$ cat src/rtl/mips_core_pkg.sv
// Shared MIPS core definitions: datapath width, fetch constants, opcodes and the fetch packet.
package mips_core_pkg;

    localparam int WORD_SIZE = 32;

    typedef logic [WORD_SIZE-1:0] word_t;

    localparam word_t RESET_PC = 32'h0000_0000;
    localparam word_t PC_STEP  = 32'd4;
    localparam word_t NOP_WORD = 32'h0000_0000;

    typedef enum logic [5:0] {
        OP_RTYPE = 6'h00,
        OP_J     = 6'h02,
        OP_JAL   = 6'h03,
        OP_BEQ   = 6'h04,
        OP_BNE   = 6'h05,
        OP_ADDI  = 6'h08,
        OP_LW    = 6'h23,
        OP_SW    = 6'h2B
    } opcode_e;

    typedef struct packed {
        word_t pc;
        word_t instr;
    } fetch_pkt_t;

    function automatic word_t word_align(input word_t addr);
        return {addr[WORD_SIZE-1:2], 2'b00};
    endfunction

endpackage

$ cat src/rtl/fetch_skid_buffer.sv
// One-entry {pc, instr} holding register that catches the in-flight read when decode stalls.
module fetch_skid_buffer
    import mips_core_pkg::*;
(
    input  logic       clk,
    input  logic       rst_n,
    input  logic       flush_i,
    input  logic       in_valid_i,
    input  fetch_pkt_t in_pkt_i,
    input  logic       out_ready_i,
    output logic       out_valid_o,
    output fetch_pkt_t out_pkt_o,
    output logic       skid_valid_next_o
);

    logic       skid_valid_q;
    logic       skid_valid_d;
    fetch_pkt_t skid_pkt_q;
    fetch_pkt_t skid_pkt_d;

    // Refill from the request path both when the stored entry drains while a read
    // is landing and when a fresh read lands into a stalled, empty buffer.
    always_comb begin
        skid_valid_d = 1'b0;
        skid_pkt_d   = skid_pkt_q;
        if (flush_i) begin
            skid_valid_d = 1'b0;
        end else if (skid_valid_q && !out_ready_i) begin
            skid_valid_d = 1'b1;
        end else if ((skid_valid_q && out_ready_i && in_valid_i) ||
                     (!skid_valid_q && in_valid_i && !out_ready_i)) begin
            skid_valid_d = 1'b1;
            skid_pkt_d   = in_pkt_i;
        end
    end

    always_ff @(posedge clk or negedge rst_n) begin
        if (!rst_n) begin
            skid_valid_q <= 1'b0;
            skid_pkt_q   <= '{pc: RESET_PC, instr: NOP_WORD};
        end else begin
            skid_valid_q <= skid_valid_d;
            skid_pkt_q   <= skid_pkt_d;
        end
    end

    assign out_valid_o       = skid_valid_q;
    assign out_pkt_o         = skid_pkt_q;
    assign skid_valid_next_o = skid_valid_d;

endmodule

$ cat src/rtl/instruction_fetch.sv
// MIPS fetch stage: owns the PC, issues synchronous-read requests and hands {pc, instr} to decode.
module instruction_fetch
    import mips_core_pkg::*;
#(
    parameter word_t RESET_PC_P = RESET_PC,
    parameter word_t PC_STEP_P  = PC_STEP
) (
    input  logic                 clk,
    input  logic                 rst_n,
    input  logic                 fetch_en,
    input  logic                 redirect_valid,
    input  logic [WORD_SIZE-1:0] redirect_pc,
    output logic [WORD_SIZE-1:0] imem_addr,
    input  logic [WORD_SIZE-1:0] imem_instruction,
    output logic                 if_valid,
    input  logic                 if_ready,
    output logic [WORD_SIZE-1:0] if_pc,
    output logic [WORD_SIZE-1:0] if_instruction
);

    word_t      pc_q;
    word_t      pc_d;
    logic       req_valid_q;
    logic       req_valid_d;
    word_t      req_pc_q;
    word_t      req_pc_d;
    logic       issue;
    logic       skid_valid;
    logic       skid_valid_next;
    fetch_pkt_t skid_pkt;

    fetch_skid_buffer u_skid (
        .clk               (clk),
        .rst_n             (rst_n),
        .flush_i           (redirect_valid),
        .in_valid_i        (req_valid_q),
        .in_pkt_i          ('{pc: req_pc_q, instr: imem_instruction}),
        .out_ready_i       (if_ready),
        .out_valid_o       (skid_valid),
        .out_pkt_o         (skid_pkt),
        .skid_valid_next_o (skid_valid_next)
    );

    // A full skid next cycle means decode is backed up; holding issue keeps at most two words in flight.
    always_comb begin
        issue       = fetch_en && !redirect_valid && !skid_valid_next;
        pc_d        = pc_q;
        req_valid_d = 1'b0;
        req_pc_d    = req_pc_q;
        if (redirect_valid) begin
            pc_d = word_align(redirect_pc);
        end else if (issue) begin
            req_valid_d = 1'b1;
            req_pc_d    = pc_q;
            pc_d        = pc_q + PC_STEP_P;
        end
    end

    always_ff @(posedge clk or negedge rst_n) begin
        if (!rst_n) begin
            pc_q        <= RESET_PC_P;
            req_valid_q <= 1'b0;
            req_pc_q    <= RESET_PC_P;
        end else begin
            pc_q        <= pc_d;
            req_valid_q <= req_valid_d;
            req_pc_q    <= req_pc_d;
        end
    end

    assign imem_addr      = pc_q;
    assign if_valid       = (skid_valid || req_valid_q) && !redirect_valid;
    assign if_pc          = skid_valid ? skid_pkt.pc    : req_pc_q;
    assign if_instruction = skid_valid ? skid_pkt.instr : imem_instruction;

endmodule

$ cat config.mk
export PLATFORM = sky130hd
export DESIGN_NAME = instruction_fetch
export DESIGN_NICKNAME = d
export VERILOG_FILES = /design/src/rtl/mips_core_pkg.sv /design/src/rtl/fetch_skid_buffer.sv /design/src/rtl/instruction_fetch.sv
export SDC_FILE = /design/constraint.sdc
export NUM_CORES = 1
export LEC_CHECK = 0
export CAP_MARGIN = 20
export CORE_MARGIN = 2
export CORE_UTILIZATION = 33
export DETAILED_ROUTE_END_ITERATION = 8
export PLACE_DENSITY = 0.7
export SLEW_MARGIN = 20
export SYNTH_ARGS = -nofsm -noshare
export SYNTH_HDL_FRONTEND = slang
export SYNTH_SLANG_ARGS = --single-unit
export TNS_END_PERCENT = 100
$ cat constraint.sdc
create_clock -name clk -period 1.9 [get_ports clk]
set_input_delay 0.475 -clock clk [delete_from_list [all_inputs] [get_ports clk]]
set_output_delay 0.475 -clock clk [all_outputs]
set_load 0.05 [all_outputs]
==> key figures <==
Setup path
  • Worst Path Max Fanout: 5
  • Worst reg-to-reg path cell count: 8
  • Setup crit start: u_skid.out_valid_o
  • CP startpoint kind: register
  • Arrival @ worst endpoint: 1.72 ns
  • Flop-to-flop setup slack: -0.15 ns
  • Crit Path Class: register to output pin
  • Crit path capture type: output pin
  • Worst r2r src: u_skid.out_valid_o
  • Req. time, crit path: 1.42 ns
  • Reg2Reg Capture Point: imem_addr[23]

Power and ir drop
  • Maximum vdd drop: 0.689 mV
  • Leak: 0.00401 uW
  • Pwr/cell area: 1070 nW/um2

STA
  • Final period util: 1.16
  • Final hold vios: 0
  • Min cycle time layout: 2.20 ns
  • Setup Viol. Count Final: 74
  • Worst setup margin: -0.296 ns
  • Unrepaired setup endpoints after global routing: yes
  • Fmax: 0.455 GHz
  • Skew final: 0.00957 ns
  • Final Slew Violations: 0

Floorplan
  • # rows: 49
  • Ports: 166
  • Die area: 19800 um2
  • Initial core utilization: 0.339
  • Die H: 141 um
  • Die X: 141 um
  • Core Box Area: 18100 um2

Placement
  • I/O Buffers: 159
  • Area after DPL: 8400 um2
  • Routability cong.: 0.918
  • DP Wirelength: 12300 um

Drt
  • Final wirelength: 17700 um
  • Via density: 5.28
  • Iter 0 DRT Violations: 416
  • Post-route ant nets: 0
  • DR pass1 iterations: 5
  • DRC viols: 0
  • Drt wl/cell: 18.1 um
  • Vias: 5172

GRT
  • Vias in the first global route: 5268
  • Total track usage: 0.178
  • Largest net degree at the start of global routing: 69
  • First-pass GRT wire length: 27500 um
  • Antenna violations before repair: 0
  • Overflow after GRT: 0

Logic synthesis
  • Count leader, synth: mux2_2
  • Synth cell count leaders: mux2_2, dfrtp_1, clkbuf_1
  • Yosys Warn Count: 0
  • Sequential-to-total area share from yosys stat: 0.504
  • Largest area contributor in the netlist: dfrtp_1
  • Top post-synthesis cells by area: dfrtp_1, mux2_2, or4_1
  • Cell variety after synth: 43
  • Post-synth EDFFs: 0
  • Asr flop ratio synth: 1.00
  • Post-synth top area share: 0.504
  • Area of the mapped netlist: 6150 um2
  • Synth Flop Type: dfrtp_1
  • Syn Area/Cell: 12.2 um2
  • Mapped Cells: 506
  • Seq cells post-synth: 124

CTS
  • # H-tree levels: 4
  • Number of hold buffers added after CTS: 0
  • TritonCTS Sinks: 124
  • Worst skew pair latency: 0.42 ns
  • Clock slew at reported path FFs: 0.06 ns
  • TritonCTS buffer count: 17
  • Clock tree buffer depth: 2
  • CTS tree: built
  • Clk Tree Root Cell: clkbuf_16

Cells and area
  • Nets: 808
  • Fillers: 1509
  • Fin area: 9640 um2
  • Share of layout cells above drive strength 1: 0.558
  • Antenna cells: 0
  • Area growth syn-to-layout: 56.8%
  • Utilization after layout: 0.531

Run
  • Max Cap Violations: 0

Min path
  • Hold WC Path Type: input pin to asynchronous set/reset pin

Status
  • Failing checks: setup timing
  • Outcome: complete, but fails checks
==> cell type report <==
cell class                 instances  area, um2  area share
clock buffer                      19        453      0.0470
inverter                           4       15.0     0.00156
timing repair buffer             244       2410       0.250
sequential                       124       3140       0.325
clock inverter                    13        165      0.0171
multi-input combinational        347       3170       0.329
tap                              229        287      0.0297
==> what timing repair did <==
action,CTS,global route
pin swaps,10,24
buffers inserted,10,8
cloned,3,0
setup endpoints to repair,71,106
gates resized for setup,74,30
==> power breakdown <==
part | total, uW | switching (uW) | internal [uW]
logic | 3320 | 1810 | 1510
registers | 3700 | 391 | 3310
clock network | 3330 | 1190 | 2140
==> layer usage <==
metal / vias up / GRT usage / wire [um]
li1: 2355 / - / -
met1: 2554 / 0.225 / 7460
met2: 230 / 0.302 / 8710
met3: 33 / 0.0414 / 1180
met4: 0 / 0.0616 / 371
met5: - / 0 / 0
==> flip-flops by register name, summed over array words and instances, names as in the netlist <==
signal and flops:
req_valid_q 1, u_skid.out_valid_o 1, u_skid.out_pkt_o 62, req_pc_q 30, imem_addr 30
==> cells in the final DEF, fill, tap and decap left out, types with 9 or more instances in the layout <==
master and count:
nand4_1 12, a31oi_1 12, clkbuf_16 17, buf_4 114, nand3_1 9, or4_1 11
o21ai_0 18, nor2_1 17, nand2_1 22, clkdlybuf4s50_1 65, mux2_2 145, buf_6 42
dfrtp_2 26, dfrtp_1 98, buf_12 13
==> critical path: stages (launching register included) <==
cell     delay, ns
dfrtp_2       0.43
buf_12        0.16
buf_12        0.13
buf_8         0.12
mux2_4        0.30
buf_8         0.15
==> cells by family after synthesis <==
group | after synthesis | share of synthesized area
flip-flops | 124 | 0.504
AND/OR/NAND/NOR | 114 | 0.105
AO/OA/AOI/OAI | 65 | 0.0691
buffers and inverters | 39 | 0.0266
other | 1 | 0.000610
adder cells (fa/ha/maj) | 1 | 0.00203
XOR/XNOR | 9 | 0.0128
multiplexers | 153 | 0.280
==> worst max-delay path by stage <==
stage | endpoint | slack [ns] | cells past startpoint
2_1_floorplan | imem_addr[17] | -0.12 | 5
3_3_place_gp | imem_addr[21] | -0.41 | 7
3_5_place_dp | imem_addr[21] | -0.47 | 7
4_1_cts | if_instruction[29] | -0.31 | 5
5_1_grt | if_instruction[17] | -0.34 | 4
6_report | if_instruction[29] | -0.30 | 5
==> through the flow <==
step | power [uW] | hold slack (ns) | instances | setup TNS (ns) | setup WS [ns]
after floorplan | 5710 | 0.179 | 509 | -0.603 | -0.123
after global placement | 6670 | 0.481 | 928 | -22.52 | -0.414
after detailed placement | 6790 | 0.487 | 928 | -22.42 | -0.466
after CTS | 10400 | 0.0686 | 973 | -16.63 | -0.307
after global routing | 10800 | 0.0804 | 980 | -19.82 | -0.341
final | 10300 | 0.0606 | 980 | -16.17 | -0.296
Note: power is estimated with default switching activity, not from simulation.
==> variant (same flow settings) <==
Change the package constant `WORD_SIZE` from 32 to 128.
--- a/src/rtl/mips_core_pkg.sv
+++ b/src/rtl/mips_core_pkg.sv
@@ -1,7 +1,7 @@
 // Shared MIPS core definitions: datapath width, fetch constants, opcodes and the fetch packet.
 package mips_core_pkg;
 
-    localparam int WORD_SIZE = 32;
+    localparam int WORD_SIZE = 128;
 
     typedef logic [WORD_SIZE-1:0] word_t;
 
Ports: changed (5 resized); port bits go from 166 to 646. No check against the original RTL was run, so the function may have changed too.
==> variant against the unedited design <==
The run still ends with setup timing left. Total power grew to 3.8 times the old value. Clock power grew to 3.7 times the old value. Area after synthesis grew to 4.1 times the old value. Wire length grew to 5.9 times the old value. Cell area grew to 4.3 times the old value. Worst hold slack better by 0.23 ns. Sequential cell count is 384 higher. Setup slack worse by 0.47 ns. Critical path depth is 1 higher. Highest routed layer is now met5. Largest cell class unchanged.
==> variant: results (changes against the unedited design) <==
CTS
The number of clock sinks is 508 (+310%). The hold buffer count at CTS is 1 (+1). The clock latency on the worst-skew pair is 0.62 ns (+0.20 ns). The number of buffers added by the clock tree synthesis step is 57 (+40). The H-tree depth was 2 (-2). The deepest clock path buffer count is 3 (+1).

The buffer count from post-CTS setup fixing is 23 (+13).

Critical path
The longest individual stage delay on the worst path is 0.49 ns (+0.06 ns). Following the worst setup path forward leads to its endpoint at if_instruction[70]. The depth of the most critical reg-to-reg path is 10 (+2). The maximum fanout encountered on the critical timing path is 7 (+2). The highest-delay cell along the critical path is dfrtp_4. The capture point of the worst reg-to-reg path is imem_addr[126]$_DFFE_PN0P_.

The register-to-register path setup slack is -0.67 ns (-0.52 ns).

Floorplan
The row count came to 101 (+110%).

Cells and area
The clock network area share is 4.91% (-1.5 points). The share of the final layout cell area in sequential cells was 31.0% (-1.5 points). The count of clock-net buffers in the final layout is 78 (+59).

The number of buffers other than clock buffers in the final layout came to 1154 (+370%). The post-route standard cell area excluding fillers is 0.0414 sq mm (+330%). The number of nets in the finished design is 3675 (+350%). The number of antenna cells inserted is 8 (+8). The non-clock inverter instance count of the final layout came to 24 (+20).

The filler cell count is 6446 (+330%). The number of multi-input logic gates is 1668 (+380%). The fraction of standard cell area in multi-input logic is 31.8% (-1.1 points). The share of cells above drive strength 1 is 50.9% (-4.9 points).

Place
The final weighted congestion of routability-driven global placement is 0.982 (+6.9%). The post-DP HPWL was 77200 um (+530%). The port buffer count is 639 (+300%). The instance area at placement is 0.0373 sq mm (+340%).

GRT
The global-route wire length before repair was 153000 um (+460%). The pin count of the biggest net entering global routing is 88 (+28%). The met1 track utilization from global routing is 31.8% (+9.3 points).

The number of global-route vias before repair came to 23514 (+350%). The global routing met2 resource utilization is 43.4% (+13 points). The total routing usage reported by global routing was 25.9% (+8.1 points).

The met3 track utilization from global routing came to 6.57% (+2.4 points).

Power and ir drop
The power of the sequential group is 14.5 mW (+290%). The power density relative to cell area is 947 mW/mm^2 (-12%). The leakage component of the power is 18.7 nW (+370%). The switching power as a share of total power was 33.2% (+0.51 points). The peak supply drop is 0.791 mV (+15%).

Drt
The per-cell routed wire length is 23.5 um (+30%). The detailed-routing wirelength on met1 was 41600 um (+460%). The top layer reached by signal wires is met5.

The via density per instance came to 5.13 (-2.8%). The wire length on met3 is 7940 um (+570%). The sum of met2 wire segment lengths after detailed routing was 50400 um (+480%).

The number of DRC markers in iteration 0 came to 1536 (+270%).

Status
The checks that failed: setup timing. The run finished, with violations left.

Logic synthesis
Yosys attributes the largest share of cell area to dfrtp_1 50%, mux2_2 24%, nand2_1 7.2%. The part of the Yosys area used for sequential elements is 50.4% (-0.070 points). The count of unique library cells instantiated by Yosys came to 52 (+21%). The commonest cells after synthesis are 532 x mux2_2, 508 x dfrtp_1, 481 x nand2_1.

STA
The final-report setup violation count is 763 (+930%). The final setup skew is 0.0127 ns (+0.00309 ns). The slack of the critical path is -0.766 ns (-0.470 ns).
## variant: cell count changes in the layout (fill, tap and decap cells not counted), moves of 131 or more
cell / before / now
nand2_1: 22 / 478
mux2_2: 145 / 460
buf_4: 114 / 567
buf_6: 42 / 173
clkdlybuf4s50_1: 65 / 256
dfrtp_1: 98 / 404
## variant: worst min path at each step
stage,startpoint,end,cells past startpoint
floorplan,rst_n,imem_addr[100]$_DFFE_PN0P_,0
global placement,rst_n,u_skid.out_pkt_o[182]$_DFFE_PN0P_,1
detailed placement,rst_n,u_skid.out_pkt_o[182]$_DFFE_PN0P_,1
CTS,rst_n,u_skid.out_pkt_o[182]$_DFFE_PN0P_,2
global route,rst_n,u_skid.out_pkt_o[182]$_DFFE_PN0P_,2
finish,rst_n,u_skid.out_pkt_o[182]$_DFFE_PN0P_,2
## variant: through the flow
| stage | setup TNS (ns) | hold WS, ns | cells | setup slack [ns] |
|---|---|---|---|---|
| 3_3_place_gp | -268.21 | 0.342 | 4283 | -0.855 |
| 4_1_cts | -328.36 | 0.271 | 4429 | -0.806 |
| 2_1_floorplan | -33.89 | 0.179 | 2338 | -0.676 |
| 6_report | -289.47 | 0.291 | 4444 | -0.766 |
| 3_5_place_dp | -270.59 | 0.340 | 4283 | -0.883 |
| 5_1_grt | -332.13 | 0.285 | 4442 | -0.821 |
## variant: kinds of logic after synthesis
logic type / after synthesis / share of synthesized area (%)
flip-flops: 508 / 50.4
AND/OR/NAND/NOR: 876 / 16.4
XOR/XNOR: 115 / 3.99
AO/OA/AOI/OAI: 138 / 2.91
other: 1 / 0.0149
adder cells (fa/ha/maj): 1 / 0.0496
buffers and inverters: 162 / 2.48
multiplexers: 534 / 23.8
